`src/rtl/fft_pkg.sv`:
```
// ---------------------------------------------------------------------------
// fft_pkg
// Shared types and helpers for the streaming top-N spectral peak tracker.
//   state_e     : tracker FSM states (ACCUM collects bins, PUBLISH marks the
//                 single cycle in which a finished frame is presented)
//   kw_f()      : bin-index width for a given FFT length (at least 1 bit)
//   peak_slot_t : one working-list slot at the default configuration
//                 (W=34, NSAMPLES=1024); the modules build the same
//                 {vld, mag, k} layout locally from their own parameters.
// ---------------------------------------------------------------------------
package fft_pkg;

  typedef enum logic {
    ACCUM   = 1'b0,
    PUBLISH = 1'b1
  } state_e;

  function automatic int kw_f(input int nsamples);
    return (nsamples > 1) ? $clog2(nsamples) : 1;
  endfunction

  localparam int DEF_W  = 34;
  localparam int DEF_KW = kw_f(1024);

  typedef struct packed {
    logic              vld;
    logic [DEF_W-1:0]  mag;
    logic [DEF_KW-1:0] k;
  } peak_slot_t;

endpackage

```
`src/rtl/peak_list_insert.sv`:
```
// ---------------------------------------------------------------------------
// peak_list_insert
// Combinational insert of one candidate bin into a sorted list of NPEAKS
// slots (slot 0 = largest). The candidate lands at the first slot that is
// empty or holds a strictly smaller magnitude; later slots shift down by one
// and the last slot falls off. Equal magnitudes never displace, so the bin
// that arrived first keeps the higher slot.
// Ports:
//   vld_i/mag_i/k_i     current list, slot i at [i*W+:W] / [i*KW+:KW]
//   cand_en_i           candidate is eligible for insertion
//   cand_mag_i/cand_k_i candidate magnitude and bin index
//   vld_o/mag_o/k_o     list after insertion (unchanged if no slot taken)
//   count_o             number of valid slots in the resulting list
// ---------------------------------------------------------------------------
module peak_list_insert #(
  parameter int NPEAKS = 4,
  parameter int W      = 34,
  parameter int KW     = 10,
  parameter int CW     = $clog2(NPEAKS + 1)
) (
  input  logic [NPEAKS-1:0]    vld_i,
  input  logic [NPEAKS*W-1:0]  mag_i,
  input  logic [NPEAKS*KW-1:0] k_i,
  input  logic                 cand_en_i,
  input  logic [W-1:0]         cand_mag_i,
  input  logic [KW-1:0]        cand_k_i,
  output logic [NPEAKS-1:0]    vld_o,
  output logic [NPEAKS*W-1:0]  mag_o,
  output logic [NPEAKS*KW-1:0] k_o,
  output logic [CW-1:0]        count_o
);

  typedef struct packed {
    logic          vld;
    logic [W-1:0]  mag;
    logic [KW-1:0] k;
  } slot_t;

  slot_t             old_s [NPEAKS];
  slot_t             new_s [NPEAKS];
  slot_t             cand_s;
  logic [NPEAKS-1:0] hit;

  // The list is kept sorted non-increasing with all valid slots first, so
  // "candidate beats slot i" is a thermometer: once true at slot i it stays
  // true for every later slot. The insert position is the first set bit,
  // i.e. the slot whose upper neighbour did not hit.
  always_comb begin
    cand_s = '{vld: 1'b1, mag: cand_mag_i, k: cand_k_i};
    for (int i = 0; i < NPEAKS; i++) begin
      old_s[i] = '{vld: vld_i[i], mag: mag_i[i*W +: W], k: k_i[i*KW +: KW]};
      hit[i]   = cand_en_i && (!old_s[i].vld || (cand_mag_i > old_s[i].mag));
    end

    new_s[0] = hit[0] ? cand_s : old_s[0];
    for (int i = 1; i < NPEAKS; i++) begin
      if (!hit[i]) begin
        new_s[i] = old_s[i];
      end else if (!hit[i-1]) begin
        new_s[i] = cand_s;
      end else begin
        new_s[i] = old_s[i-1];
      end
    end

    count_o = '0;
    for (int i = 0; i < NPEAKS; i++) begin
      vld_o[i]         = new_s[i].vld;
      mag_o[i*W +: W]  = new_s[i].mag;
      k_o[i*KW +: KW]  = new_s[i].k;
      count_o          = count_o + CW'(new_s[i].vld);
    end
  end

endmodule

```
`src/rtl/fft_peak_topn.sv`:
```
// ---------------------------------------------------------------------------
// fft_peak_topn
// Streaming top-N spectral peak tracker. One |X|^2 bin arrives per
// mag_valid; the NPEAKS largest bins with index in [K_MIN, K_MAX] are kept
// sorted. When bin NSAMPLES-1 arrives the finished list (including that
// bin) is published and the working list restarts empty.
// Ports:
//   clk, reset   system clock, synchronous active-high reset
//   mag          bin magnitude squared, qualified by mag_valid
//   mag_valid    mag holds the next bin of the current frame
//   threshold    minimum magnitude; honoured only when FFT_PEAK_THRESH_EN
//                is defined, otherwise ignored
//   peak_mag     published magnitudes, slot i at [i*W+:W], slot 0 largest
//   peak_k       published bin indices, slot i at [i*KW+:KW]
//   peak_count   number of filled slots in the published list
//   peak_valid   one-cycle pulse, high the cycle after the last bin
// Build option: FFT_PEAK_THRESH_EN adds the magnitude threshold gate.
// Handshake: no backpressure; every cycle with mag_valid high consumes one
// bin, gaps are allowed anywhere and only valid cycles advance the frame.
// The FSM state is visible directly as peak_valid (high only in PUBLISH).
// ---------------------------------------------------------------------------
module fft_peak_topn
  import fft_pkg::*;
#(
  parameter int NSAMPLES = 1024,
  parameter int W        = 34,
  parameter int NPEAKS   = 4,
  parameter int K_MIN    = 1,
  parameter int K_MAX    = NSAMPLES / 2 - 1
) (
  input  logic                                  clk,
  input  logic                                  reset,
  input  logic [W-1:0]                          mag,
  input  logic                                  mag_valid,
  input  logic [W-1:0]                          threshold,
  output logic [NPEAKS*W-1:0]                   peak_mag,
  output logic [NPEAKS*kw_f(NSAMPLES)-1:0]      peak_k,
  output logic [$clog2(NPEAKS+1)-1:0]           peak_count,
  output logic                                  peak_valid
);

  localparam int KW = kw_f(NSAMPLES);
  localparam int CW = $clog2(NPEAKS + 1);

  localparam logic [KW-1:0] K_LAST = KW'(NSAMPLES - 1);
  localparam logic [KW-1:0] K_LO   = KW'(K_MIN);
  localparam logic [KW-1:0] K_HI   = KW'(K_MAX);

  state_e               state_q, state_d;
  logic [KW-1:0]        k_q, k_d;

  logic [NPEAKS-1:0]    wl_vld_q, wl_vld_d;
  logic [NPEAKS*W-1:0]  wl_mag_q, wl_mag_d;
  logic [NPEAKS*KW-1:0] wl_k_q, wl_k_d;

  logic [NPEAKS*W-1:0]  out_mag_q, out_mag_d;
  logic [NPEAKS*KW-1:0] out_k_q, out_k_d;
  logic [CW-1:0]        out_cnt_q, out_cnt_d;

  logic [NPEAKS-1:0]    ins_vld;
  logic [NPEAKS*W-1:0]  ins_mag;
  logic [NPEAKS*KW-1:0] ins_k;
  logic [CW-1:0]        ins_cnt;

  logic                 last_bin;
  logic                 in_range;
  logic                 thr_ok;
  logic                 cand_en;

  assign last_bin = (k_q == K_LAST);
  assign in_range = (k_q >= K_LO) && (k_q <= K_HI);

`ifdef FFT_PEAK_THRESH_EN
  assign thr_ok = (mag >= threshold);
`else
  logic unused_threshold;
  assign unused_threshold = ^threshold;
  assign thr_ok           = 1'b1;
`endif

  assign cand_en = mag_valid && in_range && thr_ok;

  peak_list_insert #(
    .NPEAKS (NPEAKS),
    .W      (W),
    .KW     (KW),
    .CW     (CW)
  ) u_insert (
    .vld_i      (wl_vld_q),
    .mag_i      (wl_mag_q),
    .k_i        (wl_k_q),
    .cand_en_i  (cand_en),
    .cand_mag_i (mag),
    .cand_k_i   (k_q),
    .vld_o      (ins_vld),
    .mag_o      (ins_mag),
    .k_o        (ins_k),
    .count_o    (ins_cnt)
  );

  // The final bin's insert result goes straight into the output registers
  // and the working list is cleared on that same edge. PUBLISH therefore
  // needs no special handling of mag_valid: bin 0 of the next frame meets
  // an empty list exactly as it would in ACCUM.
  always_comb begin
    state_d   = ACCUM;
    k_d       = k_q;
    wl_vld_d  = wl_vld_q;
    wl_mag_d  = wl_mag_q;
    wl_k_d    = wl_k_q;
    out_mag_d = out_mag_q;
    out_k_d   = out_k_q;
    out_cnt_d = out_cnt_q;

    if (mag_valid) begin
      if (last_bin) begin
        k_d       = '0;
        state_d   = PUBLISH;
        out_mag_d = ins_mag;
        out_k_d   = ins_k;
        out_cnt_d = ins_cnt;
        wl_vld_d  = '0;
        wl_mag_d  = '0;
        wl_k_d    = '0;
      end else begin
        k_d      = k_q + KW'(1);
        wl_vld_d = ins_vld;
        wl_mag_d = ins_mag;
        wl_k_d   = ins_k;
      end
    end
  end

  always_ff @(posedge clk) begin
    if (reset) begin
      state_q   <= ACCUM;
      k_q       <= '0;
      wl_vld_q  <= '0;
      wl_mag_q  <= '0;
      wl_k_q    <= '0;
      out_mag_q <= '0;
      out_k_q   <= '0;
      out_cnt_q <= '0;
    end else begin
      state_q   <= state_d;
      k_q       <= k_d;
      wl_vld_q  <= wl_vld_d;
      wl_mag_q  <= wl_mag_d;
      wl_k_q    <= wl_k_d;
      out_mag_q <= out_mag_d;
      out_k_q   <= out_k_d;
      out_cnt_q <= out_cnt_d;
    end
  end

  assign peak_mag   = out_mag_q;
  assign peak_k     = out_k_q;
  assign peak_count = out_cnt_q;
  assign peak_valid = (state_q == PUBLISH);

endmodule

```
`config.mk`:
```
export PLATFORM = sky130hd
export DESIGN_NAME = fft_peak_topn
export DESIGN_NICKNAME = d
export VERILOG_FILES = /design/src/rtl/fft_pkg.sv /design/src/rtl/peak_list_insert.sv /design/src/rtl/fft_peak_topn.sv
export SDC_FILE = /design/constraint.sdc
export NUM_CORES = 1
export LEC_CHECK = 0
export CAP_MARGIN = 0
export CORE_AREA = 2 2 225 227
export DETAILED_ROUTE_END_ITERATION = 8
export DIE_AREA = 0 0 227 229
export DONT_BUFFER_PORTS = 1
export PLACE_DENSITY = 0.51
export RECOVER_POWER = 50
export SETUP_SLACK_MARGIN = 0.02
export SLEW_MARGIN = 20
export SYNTH_ARGS = -nofsm -noshare
export SYNTH_HDL_FRONTEND = slang
export SYNTH_SLANG_ARGS = --single-unit
```
`constraint.sdc`:
```
create_clock -name clk -period 4.64 [get_ports clk]
set_clock_uncertainty 0.05 [all_clocks]
set_input_delay 0.928 -clock clk [delete_from_list [all_inputs] [get_ports clk]]
set_output_delay 0.928 -clock clk [all_outputs]
set_load 0.01 [all_outputs]
```
==> impl_metrics.tcl <==
set metrics [dict create \
    status "complete, but fails checks" \
    violations "max-capacitance violations, max-slew violations" \
    grt_pass1_vias 13700 \
    drc 0 \
    vdd_drop_max_mv 0.194 \
    io_buffers 0 \
    fp.dieArea_um2 52000 \
    maxCapViolCount 1 \
    clockRootBuffer "clkbuf_16" \
    antenna_found_initial 0 \
    cts_resized 0 \
    rows 82 \
    syn-num-nets 2122 \
    hold_buffers 0 \
    place_inst 2481 \
    startpoint_type "flop" \
    ys.flop_type "dfxtp_1" \
    io_pins 251 \
    die_h_um 229 \
    grt_usage_pct 22.1 \
    final_nets 2066 \
    leakagePower_nw 7.68 \
    fin_cells 2559 \
    place.gp.congestion 0.836 \
    finalMaxSlewViolations 70 \
    timing.fmax_mhz 244 \
    synth.area.top_cells "dfxtp_1 43%, ha_1 10%, a21oi_1 6.3%" \
    yosysWarnings 0 \
    avgSynthCellArea_um2 8.99 \
    tightestPinTransition_ps 1620 \
    final-seq-area_um2 7410 \
    cts_tree "built" \
    ant_nets 0 \
    synth.most_common_cell "dfxtp_1" \
    end_kind "flop" \
    ctsHtreeMaxLevel 2 \
    hp-class "primary input to flop" \
    synth_edf_count 0 \
    grtUsageMet3_pct 4.67 \
    setup.worst_path.class "flop to flop" \
    syn2layout_area_growth_pct 12.2 \
    synth_seq_area_share_pct 43.2 \
    synth_common_cells "370 x dfxtp_1, 232 x nand2_1, 216 x a21oi_1" \
    hold_viol 0 \
    drive_gt1_share_pct 6.57 \
    synth_cell_type_count 59 \
    min_period_ps 4100 \
    cp.arrival_ps 4550 \
    grt_pass1_wl_mm 87.7 \
    rsz0062_at_grt "no" \
    antenna_cells 0 \
    cp_cell_sequence "inv_1, ha_1, nand4_1, nor4_1, clkbuf_1, nand3_1, nor2_1, a211oi_4, o31ai_1, nand2_1, ha_1, fa_1, ha_1, nand2_1, a21oi_1" \
    grt_max_degree 110 \
    postCtsSetupBuffers 0 \
    core_area_um2 49700 \
    crit_top_cell "ha_1" \
    vias 14100 \
    crit_fanout 4 \
    drt_first_pass_iters 5 \
    slowest_stage "nor4_1" \
    p_per_area_nw_per_um2 383 \
    yosys.area.top_type "dfxtp_1" \
    setup_tns_ps 0 \
    ys_seq_elements 370 \
    multi_input_area_um2 8720 \
    die_w_um 227 \
    finalCritPeriodShare_pct 88.3 \
    cts_buffers 42 \
    clock-sinks 370 \
    dp_hpwl_mm 40.8 \
    grt_use_met2_pct 35.9 \
    finalSetupViolations 0 \
    synth_top_area_share_pct 43.2 \
    met1_usage_pct 28.9 \
    initial_core_util_pct 34.6 \
    synth_cells 1909 \
    critPathMaxStageDelay_ps 470 \
    grt-busiest-layer "met2" \
    viasPerCell 5.49 \
    crit_required_ps 5090 \
    synth.cell_area_um2 17200 \
    clockBufferDepth 3 \
    worst_hold_slack_ps 379 \
    max_slew_margin_pct -7.77 \
    path_clk_slew_ps 60 \
    async_flop_share_pct 0 \
    drt_iter0_drc 891 \
    routed_wl_mm 58.1 \
    grt_remaining_overflow 0 \
    wire_per_inst_um 22.7 \
    n_fill_cell 5056 \
    clkLatencyLatePin_ps 570 \
]
worst max-delay path, delay by kind of cell, from the launching register on:
kind	cells	cell delay, ps
simple gates	6	1220
buf+inv	2	410
flops	1	420
compound gates	3	610
fa+ha+maj	4	1320
power breakdown:
| part | internal (W) | total [W] | leakage (nW) | switching [W] |
|---|---|---|---|---|
| sequential | 0.00321 | 0.00325 | 2.98 | 0.0000350 |
| clock | 0.00212 | 0.00354 | 0.723 | 0.00142 |
| combinational | 0.000234 | 0.000591 | 3.98 | 0.000357 |
cell families (layout without fill, tap and decap cells):
| kind of cell | Yosys count | in the layout | synth area share (%) |
|---|---|---|---|
| compound gates | 587 | 587 | 22.6 |
| xor+xnor | 7 | 7 | 0.357 |
| fa+ha+maj | 142 | 142 | 10.4 |
| buf+inv | 279 | 257 | 6.60 |
| flops | 370 | 370 | 43.2 |
| mux | 88 | 88 | 5.13 |
| simple gates | 436 | 436 | 11.8 |
layer usage:
layer	vias up	wire, um
met5	-	0
met4	0	1880
met3	86	3470
met2	367	26900
met1	6897	25800
li1	6703	-
flip-flops by register name, summed over array words and instances, names as in the netlist:
signal,cells
wl_k_q,40
peak_k,40
peak_count,3
peak_valid,1
peak_mag,136
k_q,10
wl_mag_q,136
wl_vld_q,4
placed cells by master (no fill, tap or decap), types with 7 or more instances in the layout:
cell / synthesis / final
a21o_1: 46 / 46
a21oi_1: 216 / 213
a221oi_1: 7 / 7
a22o_1: 47 / 47
a32o_1: 44 / 44
and4_1: 9 / 9
buf_4: 7 / 24
clkbuf_1: 102 / 7
clkbuf_16: 0 / 45
clkbuf_8: 0 / 8
clkinv_2: 0 / 11
dfxtp_1: 370 / 370
ha_1: 141 / 141
inv_1: 147 / 146
mux2i_1: 88 / 88
nand2_1: 232 / 232
nand3_1: 21 / 20
nand4_1: 26 / 26
nor2_1: 59 / 58
nor3_1: 8 / 8
o21ai_0: 113 / 113
o2bb2ai_1: 86 / 86
or3_1: 44 / 44
xor2_1: 7 / 7
final cells by class:
| class | count | share of cell area (%) |
|---|---|---|
| multi-input combinational | 1260 | 45.3 |
| inverter | 147 | 2.86 |
| tap | 672 | 4.36 |
| clock buffer | 59 | 6.53 |
| clock inverter | 19 | 1.07 |
| sequential | 370 | 38.5 |
| timing repair buffer | 32 | 1.45 |
per-stage QoR:
| stage | utilization, % | power, W | instance area [um^2] | worst slack [ps] |
|---|---|---|---|---|
| after global routing | 38.8 | 0.00764 | 19300 | 377 |
| after floorplan | - | 0.00374 | 17200 | 695 |
| after detailed placement | 35.9 | 0.00391 | 17800 | 355 |
| final | 38.8 | 0.00738 | 19300 | 541 |
| after global placement | 35.9 | 0.00389 | 17800 | 413 |
| after CTS | 38.9 | 0.00745 | 19300 | 775 |
path summary, 6_finish.rpt:
kind	start	end	slack, ps	depth (start not counted)
max	wl_mag_q[67]$_SDFFE_PP0P_	peak_count[1]$_SDFFE_PP0P_	540	15
max reg2reg	wl_mag_q[67]$_SDFFE_PP0P_	peak_count[1]$_SDFFE_PP0P_	540	15
min reg2reg	wl_mag_q[135]$_SDFFE_PP0P_	wl_mag_q[135]$_SDFFE_PP0P_	410	1
min	reset	peak_mag[97]$_SDFFE_PP0P_	380	1
No activity file was read; power rests on OpenSTA's default activity.
